`src/rtl/mmio_master.sv`:
```
// Single-outstanding MMIO bus initiator: turns core load/store requests into
// peripheral register-bus transactions with lane steering, extension and timeout.
module mmio_master #(
    parameter int TIMEOUT = 16
) (
    input  logic        clk,
    input  logic        resetb,
    input  logic        req_valid,
    output logic        req_ready,
    input  logic        req_we,
    input  logic [31:0] req_addr,
    input  logic [31:0] req_wdata,
    input  logic [1:0]  req_size,
    input  logic        req_unsigned,
    output logic        resp_valid,
    output logic [31:0] resp_rdata,
    output logic        resp_err,
    output logic        wready,
    input  logic        wvalid,
    output logic [31:0] waddr,
    output logic [31:0] wdata,
    output logic [3:0]  wstrb,
    output logic        rready,
    input  logic        rvalid,
    output logic [31:0] raddr,
    input  logic        rresp,
    input  logic [31:0] rdata
);

    // Handshakes: a core request is taken on an edge where req_valid && req_ready;
    // a bus strobe (wready/rready) holds until the slave's wvalid/rvalid is sampled
    // high at an edge; rresp is only looked at while waiting for read data.

    localparam int CW = (TIMEOUT > 1) ? $clog2(TIMEOUT) : 1;

    typedef enum logic [2:0] {
        IDLE,
        WR,
        RD_REQ,
        RD_WAIT,
        RESP
    } state_t;

    state_t          state;
    logic [1:0]      a_q;
    logic [1:0]      size_q;
    logic            uns_q;
    logic [CW-1:0]   cnt;

    logic            misaligned;
    logic            timeout_hit;
    logic [31:0]     st_data;
    logic [3:0]      st_strb;

    assign misaligned = (req_size == 2'd3) ||
                        ((req_size == 2'd1) && req_addr[0]) ||
                        ((req_size == 2'd2) && (req_addr[1:0] != 2'b00));

    // cnt counts completed cycles in the current waiting state.
    assign timeout_hit = (TIMEOUT > 0) && (int'(cnt) == TIMEOUT - 1);

    always_comb begin
        st_data = req_wdata;
        st_strb = 4'b1111;
        case (req_size)
            2'd0: begin
                st_data = {4{req_wdata[7:0]}};
                st_strb = 4'b0001 << req_addr[1:0];
            end
            2'd1: begin
                st_data = {2{req_wdata[15:0]}};
                st_strb = 4'b0011 << req_addr[1:0];
            end
            default: begin
                st_data = req_wdata;
                st_strb = 4'b1111;
            end
        endcase
    end

    function automatic logic [31:0] load_extend(input logic [31:0] d, input logic [1:0] a,
                                                input logic [1:0] sz, input logic uns);
        logic [7:0]  b;
        logic [15:0] h;
        logic [31:0] r;
        b = d[8*a +: 8];
        h = d[16*a[1] +: 16];
        case (sz)
            2'd0:    r = uns ? {24'b0, b} : {{24{b[7]}}, b};
            2'd1:    r = uns ? {16'b0, h} : {{16{h[15]}}, h};
            default: r = d;
        endcase
        return r;
    endfunction

    always_ff @(posedge clk or negedge resetb) begin
        if (!resetb) begin
            state      <= IDLE;
            req_ready  <= 1'b0;
            resp_valid <= 1'b0;
            resp_rdata <= 32'b0;
            resp_err   <= 1'b0;
            wready     <= 1'b0;
            waddr      <= 32'b0;
            wdata      <= 32'b0;
            wstrb      <= 4'b0;
            rready     <= 1'b0;
            raddr      <= 32'b0;
            a_q        <= 2'b0;
            size_q     <= 2'b0;
            uns_q      <= 1'b0;
            cnt        <= '0;
        end else begin
            case (state)
                IDLE: begin
                    if (req_valid && req_ready) begin
                        req_ready <= 1'b0;
                        a_q       <= req_addr[1:0];
                        size_q    <= req_size;
                        uns_q     <= req_unsigned;
                        cnt       <= '0;
                        if (misaligned) begin
                            state      <= RESP;
                            resp_valid <= 1'b1;
                            resp_err   <= 1'b1;
                            resp_rdata <= 32'b0;
                        end else if (req_we) begin
                            state  <= WR;
                            wready <= 1'b1;
                            waddr  <= {req_addr[31:2], 2'b00};
                            wdata  <= st_data;
                            wstrb  <= st_strb;
                        end else begin
                            state  <= RD_REQ;
                            rready <= 1'b1;
                            raddr  <= {req_addr[31:2], 2'b00};
                        end
                    end else begin
                        req_ready <= 1'b1;
                    end
                end
                WR: begin
                    if (wvalid || timeout_hit) begin
                        state      <= RESP;
                        wready     <= 1'b0;
                        wstrb      <= 4'b0;
                        resp_valid <= 1'b1;
                        resp_err   <= !wvalid;
                        resp_rdata <= 32'b0;
                    end else begin
                        cnt <= cnt + CW'(1);
                    end
                end
                RD_REQ: begin
                    if (rvalid) begin
                        state  <= RD_WAIT;
                        rready <= 1'b0;
                        cnt    <= '0;
                    end else if (timeout_hit) begin
                        state      <= RESP;
                        rready     <= 1'b0;
                        resp_valid <= 1'b1;
                        resp_err   <= 1'b1;
                        resp_rdata <= 32'b0;
                    end else begin
                        cnt <= cnt + CW'(1);
                    end
                end
                RD_WAIT: begin
                    // Returning data takes priority over a timeout on the same edge.
                    if (rresp) begin
                        state      <= RESP;
                        resp_valid <= 1'b1;
                        resp_err   <= 1'b0;
                        resp_rdata <= load_extend(rdata, a_q, size_q, uns_q);
                    end else if (timeout_hit) begin
                        state      <= RESP;
                        resp_valid <= 1'b1;
                        resp_err   <= 1'b1;
                        resp_rdata <= 32'b0;
                    end else begin
                        cnt <= cnt + CW'(1);
                    end
                end
                RESP: begin
                    state      <= IDLE;
                    req_ready  <= 1'b1;
                    resp_valid <= 1'b0;
                    resp_err   <= 1'b0;
                    resp_rdata <= 32'b0;
                end
                default: begin
                    state     <= IDLE;
                    req_ready <= 1'b0;
                end
            endcase
        end
    end

endmodule

```
`config.mk`:
```
export PLATFORM = sky130hd
export DESIGN_NAME = mmio_master
export DESIGN_NICKNAME = d
export VERILOG_FILES = /design/src/rtl/mmio_master.sv
export SDC_FILE = /design/constraint.sdc
export NUM_CORES = 1
export LEC_CHECK = 0
export ABC_AREA = 1
export CAP_MARGIN = 20
export CORE_MARGIN = 2
export CORE_UTILIZATION = 45
export CTS_CLUSTER_SIZE = 10
export DETAILED_ROUTE_END_ITERATION = 10
export GPL_ROUTABILITY_DRIVEN = 0
export PLACE_DENSITY = 0.8
export SLEW_MARGIN = 25
export SYNTH_ARGS = -nofsm -noshare
export SYNTH_HDL_FRONTEND = slang
export SYNTH_SLANG_ARGS = --single-unit
```
`constraint.sdc`:
```
create_clock -name clk -period 1.83 [get_ports clk]
set_input_delay 0.366 -clock clk [delete_from_list [all_inputs] [get_ports clk]]
set_output_delay 0.366 -clock clk [all_outputs]
set_load 0.1 [all_outputs]
```
==> results by group <==
Hold path
  • Hold EP: size_q[1]
  • Hold crit path type: input port to flip-flop
  • Hold depth: 4
  • Hold Crit Start: req_size[1]

Detailed routing
  • Routed via count: a little under 7,000
  • DRC viols: 0
  • DR iter-0 viols: 608
  • Drt pass-1 iters: 6
  • DR vias/cell: ~5.3
  • WL/cell: about 17 um
  • DRT antenna net count: 0
  • Drt total wl: 22,400 um

Worst setup path
  • RR Startpoint: state[0]
  • Critical path type: flip-flop to flip-flop
  • RR Endpoint: waddr[16]
  • CP Capture Type: flip-flop
  • Critical Path RT: about 2100 ps
  • R2r setup slk: between 70 and 80 ps
  • Crit-path max FO: 42
  • Crit path max-delay family: simple AND/OR/NAND/NOR gates
  • Critical path buffers and inverters: 5
  • Critical Path Source Type: flip-flop
  • Critical path's slowest cell: dfrtp_2
  • Worst stage delay on the critical path: roughly 460 ps
  • R2R depth: 11
  • Worst path cell trace: inv_4, nand2_4, nor2_4, inv_2, nor2_4, inv_2, nor2_4, inv_4, buf_12, nand2_1, o21ai_1
  • Arrival @ worst endpoint: between 2000 and 2500 ps
  • CP dominant cell by count: nor2_4
  • CP startpoint: state[0]

Global route
  • Remaining global-route overflow: 0
  • Vias in the first global route: 6,901
  • First-pass GRT wire length: 35,500 um
  • Pin count of the biggest net entering global routing: 55
  • Total Routing Usage GR: roughly 28%
  • Antenna violations before repair: 0

Placement
  • Dpl ws: -282 ps
  • DPL Wire Length: between 15,000 and 20,000 um
  • DP Area: approximately 0.011 mm2
  • Port bufs: ~240

Clock network
  • Number of buffers created by CTS: 17
  • Bufs on Longest Clock Path: 2
  • Worst-Skew Late Latency: between 400 and 500 ps
  • Clock slew at reported path FFs: approximately 70 ps
  • CTS tree: yes
  • # H-tree levels: 4
  • Clock Root Buffer: clkbuf_16
  • Clk sinks: about 150

Timing
  • Post-layout min period: between 1500 and 2000 ps
  • Slew @ Worst Pin: around 550 ps
  • Rel. slew slack: a little under two thirds
  • Fmax: around 0.57 GHz
  • Final Hold Viols: 0
  • Final setup margin: 76.7 ps
  • Clock Skew: between 15 and 20 ps
  • Final TNS setup: 0 ps
  • Period utilization: a little over nine tenths
  • Pins Over Slew Limit: 0
  • Final setup fails: 0
  • Unrepaired setup endpoints after global routing: no

Yosys
  • Yosys cell types: 34
  • Post-synthesis sequential area ratio: 53.2%
  • Flop and latch count out of synthesis: roughly 150
  • Post-synthesis cell area: between 0.006 and 0.007 mm2
  • Total number of yosys warnings: 0
  • Synth Area per Inst: 8.00 um2
  • Cell count after synthesis: approximately 850

Finish
  • Synthesis-to-layout area growth: 70.4%
  • Nets: between 1,000 and 1,500
  • Final instance area: ~0.012 mm2
  • Layout cells sized above 1: 21.2%
  • Ant diodes: 0
  • Util after Layout: about 77%

Floorplanning
  • Starting Density: a little under half
  • Die area: approximately 0.016 mm2
  • Core area: between 0.015 and 0.02 mm2
  • Die Span Y: between 100 and 150 um
  • Die width: 127 um
  • FP Rows: 45
  • Ports: 243

Run status
  • Status: completed

Job
  • Max Cap Viol: 0
state kept, by name, summed over array words and instances (netlist names), 2 cells and up:
signal,count
cnt,4
wstrb,4
raddr,30
wdata,32
a_q,2
size_q,2
waddr,30
state,3
resp_rdata,32
worst max-delay path by stage:
stage	end	slack [ps]	depth (start not counted)
after floorplan	resp_rdata[13]	50	9
after global placement	wdata[5]	-240	10
after detailed placement	wdata[13]	-280	7
after CTS	waddr[16]	9	11
after global routing	wready	7	7
final	waddr[16]	80	11
layout by cell type, fill, tap and decap left out, types with 5 or more instances in the layout:
master	synthesis	final
o211ai_1	21	21
clkdlybuf4s50_1	0	103
buf_4	6	35
a21oi_1	37	37
clkbuf_16	0	18
inv_1	69	69
buf_12	0	141
inv_2	8	6
nand3_1	34	33
o21ai_0	74	73
nand2_1	309	309
nor2_1	23	20
dfrtp_1	145	143
o2111ai_1	5	5
o21ai_1	56	57
synth_stat cells, drive strengths merged:
cell	n	area share (%)
xnor2	1	0.13
a31o	1	0.13
nand2	313	17
o2111ai	5	0.64
o211ai	21	2.3
clkbuf	20	1.1
nand3	35	2.6
o21bai	1	0.11
ha	1	0.18
a21oi	38	2.8
o21ai	130	9.5
buf	26	2.5
dfrtp	145	53
inv	78	4.3
a31oi	1	0.092
nor2	27	1.9
conb	1	0.055
o311ai	1	0.13
or3	3	0.28
clkinv	1	0.055
or2	3	0.28
xor2	1	0.13
tightest hold or removal path: stages:
cell            delay (ps)
dlymetal6s2s_1         150
buf_4                  140
nand2_1                 40
o21ai_0                 60
kinds of logic after synthesis:
| kind of cell | synth area share (%) |
|---|---|
| DFF | 53.2 |
| AOI/OAI and AO/OA | 15.8 |
| adders and majority gates | 0.183 |
| xor gates and xnor gates | 0.257 |
| buffers and inverters | 8.03 |
| and+or+nand+nor | 22.5 |
| other | 0.0550 |
stage by stage:
stage	hold WS [ps]	instances
after global routing	406	1313
after global placement	371	1280
after detailed placement	372	1280
after floorplan	70.4	856
final	397	1313
after CTS	506	1312
area by class of cell:
cell class	instances	area (um2)
repair buffers	284	4190
flip-flops and latches	145	3630
fillers	942	3410
multi-input cells	586	2670
clock buffers	18	439
inverters	79	304
well taps	188	235
clock inverters	13	161
per-layer routing:
layer  up-vias  track usage, %  share of wire [%]
met4         0            8.92                2.5
li1       3268               -                  -
met1      3260            32.8                 37
met2       341            47.7                 49
met3        41            12.1                 12
met5         -               0                  0
repair_timing:
action	in CTS	in global routing
setup endpoints to repair	2	52
gates resized for setup	2	7
buffers inserted	0	0
endpoints found under the hold margin	48	0
cloned	0	1
hold buffers	1	0
Power is left out: the tool's default activity adds up to more than one toggle a clock period on the data nets, which glitch-free logic cannot reach.
